File: src/rtl/ebpc_pkg.sv
// Shared constants, FSM encoding and helpers for the bit packer.
package ebpc_pkg;

    localparam int DATA_W         = 8;
    localparam int LOG_DATA_W     = 3;
    localparam int MAX_CODE_W     = 16;
    localparam int LOG_MAX_CODE_W = 4;
    localparam int BUF_W          = MAX_CODE_W + DATA_W;
    localparam int FILL_W         = 5;

    localparam logic [FILL_W-1:0] FILL_DATA_W = FILL_W'(DATA_W);
    localparam logic [FILL_W-1:0] FILL_BUF_W  = FILL_W'(BUF_W);

    typedef enum logic {
        RUN   = 1'b0,
        DRAIN = 1'b1
    } packer_state_e;

    // Ones in the low len bits; len may be the full MAX_CODE_W.
    function automatic logic [MAX_CODE_W-1:0] code_mask(input logic [LOG_MAX_CODE_W:0] len);
        logic [MAX_CODE_W:0] m;
        m = ((MAX_CODE_W+1)'(1) << len) - (MAX_CODE_W+1)'(1);
        return m[MAX_CODE_W-1:0];
    endfunction

endpackage

File: src/rtl/packer.sv
// Packs variable-length codewords MSB-first into DATA_W-bit words; a word is valid the cycle after fill reaches DATA_W.
// Input is refused while a full word is buffered or during drain; outputs hold under rdy_i low, and rdy_o never depends on rdy_i.
module packer
    import ebpc_pkg::*;
(
    input  logic                      clk_i,
    input  logic                      rst_ni,
    input  logic [MAX_CODE_W-1:0]     data_i,
    input  logic [LOG_MAX_CODE_W:0]   len_i,
    input  logic                      last_i,
    input  logic                      vld_i,
    output logic                      rdy_o,
    output logic [DATA_W-1:0]         data_o,
    output logic                      last_o,
    output logic                      vld_o,
    input  logic                      rdy_i,
    input  logic                      clr_i
);

    logic [BUF_W-1:0]  buf_q, buf_d;
    logic [FILL_W-1:0] fill_q, fill_d;
    packer_state_e     state_q, state_d;

    logic              in_hs, out_hs;
    logic [BUF_W-1:0]  pop_buf, app_bits;
    logic [FILL_W-1:0] pop_fill, shamt;

    // Handshake outputs come from registered state only.
    always_comb begin
        rdy_o  = 1'b0;
        vld_o  = 1'b0;
        last_o = 1'b0;
        case (state_q)
            RUN: begin
                rdy_o = (fill_q < FILL_DATA_W);
                vld_o = (fill_q >= FILL_DATA_W);
            end
            DRAIN: begin
                vld_o  = (fill_q != '0);
                last_o = (fill_q != '0) && (fill_q <= FILL_DATA_W);
            end
            default: ;
        endcase
    end

    assign data_o = buf_q[BUF_W-1 -: DATA_W];
    assign in_hs  = vld_i && rdy_o;
    assign out_hs = vld_o && rdy_i;

    always_comb begin
        pop_buf  = buf_q;
        pop_fill = fill_q;
        if (out_hs) begin
            pop_buf  = buf_q << DATA_W;
            pop_fill = (fill_q >= FILL_DATA_W) ? (fill_q - FILL_DATA_W) : '0;
        end

        // Append lands directly below the post-pop fill level.
        shamt    = FILL_BUF_W - pop_fill - len_i;
        app_bits = BUF_W'(data_i & code_mask(len_i)) << shamt;

        buf_d   = pop_buf;
        fill_d  = pop_fill;
        state_d = state_q;

        if (in_hs) begin
            buf_d  = pop_buf | app_bits;
            fill_d = pop_fill + len_i;
            if (state_q == RUN && last_i && (fill_d != '0)) begin
                state_d = DRAIN;
            end
        end

        if (state_q == DRAIN && out_hs && last_o) begin
            state_d = RUN;
            fill_d  = '0;
            buf_d   = '0;
        end

        if (clr_i) begin
            state_d = RUN;
            fill_d  = '0;
            buf_d   = '0;
        end
    end

    always_ff @(posedge clk_i or negedge rst_ni) begin
        if (!rst_ni) begin
            buf_q   <= '0;
            fill_q  <= '0;
            state_q <= RUN;
        end else begin
            buf_q   <= buf_d;
            fill_q  <= fill_d;
            state_q <= state_d;
        end
    end

    len_legal_a: assert property (@(posedge clk_i) disable iff (!rst_ni)
        (vld_i && rdy_o) |-> (len_i <= (LOG_MAX_CODE_W+1)'(MAX_CODE_W)));

endmodule

File: config.mk
export PLATFORM = sky130hd
export DESIGN_NAME = packer
export DESIGN_NICKNAME = d
export VERILOG_FILES = /design/src/rtl/ebpc_pkg.sv /design/src/rtl/packer.sv
export SDC_FILE = /design/constraint.sdc
export NUM_CORES = 1
export LEC_CHECK = 0
export CORE_UTILIZATION = 36
export CTS_BUF_LIST = sky130_fd_sc_hd__clkbuf_2 sky130_fd_sc_hd__clkbuf_4 sky130_fd_sc_hd__clkbuf_8
export DETAILED_ROUTE_END_ITERATION = 10
export SYNTH_ARGS = -nofsm -noshare
export SYNTH_HDL_FRONTEND = slang
export SYNTH_SLANG_ARGS = --single-unit
File: constraint.sdc
create_clock -name clk_i -period 4.8 [get_ports clk_i]
set_clock_uncertainty 0.2 [all_clocks]
set_input_delay 0.72 -clock clk_i [delete_from_list [all_inputs] [get_ports clk_i]]
set_output_delay 0.72 -clock clk_i [all_outputs]
set_load 0.01 [all_outputs]
# == After elaboration in Yosys (flattened, before gate mapping) ==
# Index checks and enable logic that the tools add are counted.
# word_totals
regBits,30
latch_bits,0
ram_bits,0
rom_bits,0
inputBits,27
n_memories,0
# op_classes
n_addsub,5
mul,0
div_mod_pow,0
magnitude_cmp,3
eq_ne,0
shift,2
mux,16
bitwise_logic,3
reduce_logical,12
# op_table
operator,count
24-bit 2-to-1 mux,4
5-bit 2-to-1 mux,5
24-bit OR,1
16-bit by 5-bit << shifter with 24-bit output,1
16-bit bitwise AND,1
1-bit by 5-bit << shifter with 16-bit output (first input constant),1
16-bit by 2-bit subtractor with 16-bit output (second input constant),1
5-bit nonzero test,2
1-bit logical AND,7
1-bit 2-to-1 mux,6
3-bit nonzero test,2
5-bit adder,1
5-bit by 4-bit >= comparator with 1-bit output (second input constant),1
5-bit by 4-bit less-or-equal comparator with 1-bit output (second input constant),1
5-bit by 4-bit less-than comparator with 1-bit output (second input constant),1
5-bit by 4-bit subtractor with 5-bit output (second input constant),1
5-bit subtractor,1
5-bit subtractor (first input constant),1
1-bit one-hot mux with 2 select lines,1
2-bit AND reduction,1
1-bit inverter,1

# == Depth between registers and ports, before layout ==
# logic_depth
depth_word,11
ltp_mapped,17

# == Worst setup path before layout ==
# Ideal clock, no wire load.
# synth_path
path_kind,register -> register
startpoint,register fill_q[0]
endpoint,register buf_q[15]
setup_ns,0.138
arrival_time_ns,3.724
required_time_ns,4.462
slack_ns,0.738
stages_incl_launch_ff,16
n_path_buf,2
period_less_slack_ns,4.062
path_cell_list,dfrtp_1 -> or3_1 -> a211o_1 -> nand2_1 -> or3_1 -> and2_1 -> ha_1 -> inv_1 -> ha_1 -> inv_1 -> fa_1 -> buf_1 -> clkbuf_1 -> o21ai_0 -> o21ai_0 -> o221ai_1
# synth_via
elab_chain_len,11
elab_cells_between_ends,23
classes_between,add/sub: 3; order compare: 3; shift: 1; mux: 9; bitwise: 1; reduce/logical: 6
# synth_rtl
item,line,text
start: declaration,packer.sv:21,"logic [FILL_W-1:0] fill_q, fill_d;"
start signal: assignment,packer.sv:94,fill_q <= fill_d;
5-bit by 4-bit >= comparator with 1-bit output / 5-bit nonzero test (equally long branches),"packer.sv:36, packer.sv:39",
1-bit one-hot mux with 2 select lines *,packer.sv:33,case (state_q)
net vld_o,packer.sv:15,"output logic vld_o,"
1-bit logical AND *,packer.sv:48,assign out_hs = vld_o && rdy_i;
5-bit 2-to-1 mux,packer.sv:53,if (out_hs) begin
5-bit subtractor (2 in a row),packer.sv:59,shamt = FILL_BUF_W - pop_fill - len_i;
16-bit by 5-bit << shifter with 24-bit output,packer.sv:60,app_bits = BUF_W'(data_i & code_mask(len_i)) << shamt;
24-bit OR,packer.sv:67,buf_d = pop_buf | app_bits;
24-bit 2-to-1 mux,packer.sv:66,if (in_hs) begin
24-bit 2-to-1 mux *,packer.sv:74,if (state_q == DRAIN && out_hs && last_o) begin
24-bit 2-to-1 mux *,packer.sv:80,if (clr_i) begin
net buf_d[15],packer.sv:20,"logic [BUF_W-1:0] buf_q, buf_d;"
end signal: assignment,packer.sv:93,buf_q <= buf_d;
end: declaration,packer.sv:20,
# The timed path passes the listed nets; every way through them passes the cells marked *.
# A chain may end at the register's enable or synchronous reset.

# == Worst setup path in the final report ==
# layout_path
startpoint,input rdy_i
endpoint,register buf_q[21]
# layout_via
elab_chain_len,9
elab_cells_between_ends,12
classes_between,add/sub: 2; shift: 1; mux: 5; bitwise: 1; reduce/logical: 3
# layout_rtl
item,line,text
start: declaration,packer.sv:16,"input logic rdy_i,"
1-bit logical AND *,packer.sv:48,
5-bit 2-to-1 mux,packer.sv:53,
5-bit subtractor (2 in a row),packer.sv:59,
16-bit by 5-bit << shifter with 24-bit output,packer.sv:60,
24-bit OR,packer.sv:67,
24-bit 2-to-1 mux,packer.sv:66,
24-bit 2-to-1 mux *,packer.sv:74,
24-bit 2-to-1 mux *,packer.sv:80,
net buf_d[21],packer.sv:20,
# Marked as above.

==> impl_summary.log <==
[metrics] highest net fanout along the worst path: 9
[metrics] Hold WC Path Type: reg2reg
[metrics] Critical Path, Cell by Cell: clkdlybuf4s50_1 -> nand2_1 -> or3_1 -> and2_1 -> ha_1 -> inv_1 -> ha_1 -> clkinv_1 -> a221oi_1 -> o22ai_1 -> a2111oi_0 -> o21bai_1 -> o221ai_1
[metrics] last weighted congestion value of the routability-driven placer: 0.937
[metrics] share of layout cells above drive strength 1: 10.7%
[metrics] Worst Setup Start Kind: input pin
[metrics] first-pass GRT wire length: 16.5 mm
[metrics] most frequent cells after synthesis: nor2_1, nand2_1, dfrtp_1, a21oi_1, mux2i_1
[metrics] filler cell count in the final layout: 900
[metrics] H-tree level count: 2
[metrics] number of port buffers: 37
[metrics] most frequent cell after synthesis: nor2_1
[metrics] PwrDens: 449 nW/um^2
[metrics] buffers inserted during post-CTS setup optimization: 0
[metrics] number of flip-flops and latches in the synthesized netlist: 30
[metrics] hold path endpoint: buf_q[7]$_DFF_PN0_
[metrics] maximum resistive drop on vdd: 0.151 mV
[metrics] measured slew at the worst slew-check pin: 0.961 ns
[metrics] number of clock buffers inserted by TritonCTS: 5
[metrics] first-iteration detailed-routing DRC count: 322
[metrics] worst reg2reg path endpoint: buf_q[21]$_DFF_PN0_
[metrics] Psw: 817 uW
[metrics] hold buffer count at cts: 0
[metrics] Antenna Violating Nets Remaining: 0
[metrics] leakage dissipation: 1.63 nW
[metrics] largest cells by area after synthesis: dfrtp_1, mux2i_1, ha_1, nor2_1, nand2_1
[metrics] die area: 9460 sq um
[metrics] CTS root buffer: clkbuf_8
[metrics] number of ports placed on the die boundary: 38
[metrics] r2r worst-path depth: 14
[metrics] number of sinks driven by the clock tree: 30
[metrics] Reg clk slew, reported paths: 0.07 ns
[metrics] relative slew slack: 35.9%
[metrics] final core utilization: 43.9%
[metrics] number of instances on the worst hold path: 2
[metrics] Avg Inst Size Synth: 7.97 sq um
[metrics] Horiz. Die Dim: 97.3 microns
[metrics] number of enable flip-flop cells after synthesis: 0
[metrics] final critical-path share of the clock period: 92.0%
[metrics] number of global-route vias before repair: 3196
[metrics] post-synth cell types: 72
[metrics] status: completed
[metrics] most frequent cell on the critical path: ha_1
[metrics] Max Transition Viols Final: 0
[metrics] critical path data required time: 4.79 ns
[metrics] slowest stage cell on the critical path: a221oi_1
[metrics] area grow syn2layout: 17.8%
[metrics] library cell occupying the most area in the post-synthesis netlist: dfrtp_1
[metrics] Cell Area, Synth: 3270 sq um
[metrics] Combinational Power Share: 67.3%
[metrics] class of the most critical setup path: in2reg
[metrics] Clock Power Share: 12.4%
[metrics] y dimension of the die: 97.3 microns
[metrics] hold violation total from the final report: 0
[metrics] delay of the slowest cell on the worst path: 0.58 ns
[metrics] GR Overflow Total: 0
[metrics] arrival time of the worst setup path: 4.41 ns
[metrics] crit path capture type: register
[metrics] antenna cell count: 0
[metrics] Post-CTS Resized: 0
[metrics] cell count after synthesis: 410
[metrics] worst hold path startpoint: buf_q[7]$_DFF_PN0_
[metrics] Skew-Pair Late Insertion Delay: 0.28 ns
[metrics] Async S/R FF share, synth: 100%
[metrics] WL/cell: 18.2 microns
[metrics] Core ar.: 8760 sq um
[metrics] origin of the critical flop-to-flop path: fill_q[0]$_DFF_PN0_
[metrics] share of synthesized area occupied by flip-flops and latches: 23.0%
[metrics] Sw Share: 47.3%
[metrics] final WL: 9.98 mm
[metrics] Reg power frac: 20.3%
[metrics] setup repair after global routing missed its margin: false
[metrics] net count reported at finish: 480
[metrics] Site Rows: 34
[metrics] Starting Density: 37.3%
[metrics] CTS tree: built
[metrics] count of warnings emitted by yosys: 0
[metrics] Setup Total Neg Slack: 0 ns
[metrics] final setup violating endpoints: 0
[metrics] fin crit period: 4.41 ns
[metrics] DR vias/cell: 6.13
[metrics] max-cap violations: 0
[metrics] clock buffer depth: 2
[metrics] fraction of synthesized cell area taken by the top area cell type: 23.0%
[metrics] total number of vias: 3354
[metrics] setup slack, reg-to-reg: 0.54 ns
[metrics] Post-Synthesis Net Count: 452
[metrics] Most used DFF post-synth: dfrtp_1
[metrics] highest clock rate: 227 MHz
[metrics] Power Internal: 911 uW
[metrics] DRC Markers: 0
[metrics] total global routing track utilization: 21.3%
[metrics] detailed placer's ending HPWL: 7.75 mm
[metrics] pin count of the biggest net entering global routing: 31
[metrics] number of detailed-route iterations in the first pass: 5
[metrics] antenna violations before repair: 0
[metrics by stage]
stage	hold slack [ns]	cells	worst slack (ns)	cell area, sq um	total power [mW]
6_report	0.324	547	0.385	3850	1.73
5_1_grt	0.362	547	0.216	3850	1.85
4_1_cts	0.327	547	0.402	3850	1.71
3_5_place_dp	0.314	539	0.112	3750	1.50
3_3_place_gp	0.295	539	0.338	3750	1.49
2_1_floorplan	0.224	410	0.738	3270	1.15
[cell usage in the layout (no fill, tap or decap), types with 3 or more instances in the layout]
cell type        synthesis  final
o22ai_1                  5      5
a21o_1                   5      5
nand4_1                  5      5
o221ai_1                 8      8
o31a_1                   3      3
a2bb2oi_1                3      3
o21ai_0                 19     19
nand2b_1                 7      7
o31ai_1                  4      4
mux2i_1                 21     21
a31oi_1                  7      7
nor4_1                   4      4
o211ai_1                 9      9
buf_4                    8     18
ha_1                    12     12
a31o_1                   3      3
clkbuf_8                 0      6
or3_1                    6      6
nor3_1                   4      4
xnor2_1                  5      5
fa_1                     3      3
o311ai_0                 3      3
o21bai_1                 4      4
a22oi_1                  4      4
a211o_1                  4      4
o21ai_1                  5      5
xor2_1                   4      4
inv_1                   20     20
nand2_1                 36     36
a211oi_2                 4      4
nor2_1                  38     38
a21oi_1                 24     24
nor2b_1                  4      4
nand3_1                  9      9
mux2_2                   5      5
dfrtp_1                 30     30
and2_1                   7      7
clkdlybuf4s50_1          0     37
o21a_1                   3      3
[kinds of logic after synthesis]
| kind of cell | share of synthesized area, % |
|---|---|
| mux | 8.84 |
| flops | 23.0 |
| xor+xnor | 3.10 |
| simple gates | 20.4 |
| buf+inv | 7.73 |
| compound gates | 30.5 |
| fa+ha+maj | 6.43 |
[area by class of cell]
class / instances / area [sq um] / area share, %
repair buffers: 56 / 526 / 13.6
multi-input cells: 324 / 2260 / 58.8
well taps: 108 / 135 / 3.51
clock buffers: 7 / 90.1 / 2.34
clock inverters: 1 / 5.00 / 0.130
inverters: 21 / 78.8 / 2.05
flip-flops and latches: 30 / 751 / 19.5
[how the worst max path moves through the flow]
stage	start	end	slack [ns]
6_report	rdy_i	buf_q[21]$_DFF_PN0_	0.39
5_1_grt	rdy_i	buf_q[21]$_DFF_PN0_	0.22
4_1_cts	rdy_i	buf_q[21]$_DFF_PN0_	0.40
3_5_place_dp	rdy_i	buf_q[21]$_DFF_PN0_	0.11
3_3_place_gp	rdy_i	buf_q[17]$_DFF_PN0_	0.34
2_1_floorplan	fill_q[0]$_DFF_PN0_	buf_q[15]$_DFF_PN0_	0.74
[metal layers]
metal,global-route usage [%],vias up,routed length [microns]
met3,2.81,23,618
met2,35.0,146,4640
met5,0,-,0
li1,-,1569,-
met1,28.8,1616,4520
met4,7.35,0,201
[state kept, by name (all words and copies together), names as in the netlist]
name / cells
buf_q: 24
fill_q: 5
state_q: 1
[worst max-delay path, delay by kind of cell]
| family | cells | cell delay [ns] |
|---|---|---|
| AO/OA/AOI/OAI | 5 | 1.43 |
| AND/OR/NAND/NOR | 3 | 0.63 |
| buffers and inverters | 3 | 0.90 |
| adder cells (fa/ha/maj) | 2 | 0.74 |
[power by group through the flow]
stage	Combinational (mW)	Sequential [mW]	Clock [mW]
final	1.16	0.351	0.214
after global routing	1.26	0.362	0.230
after CTS	1.15	0.351	0.218
after detailed placement	1.14	0.355	0
after global placement	1.14	0.353	0
after floorplan	0.801	0.345	0
No activity file was read; power rests on OpenSTA's default activity.
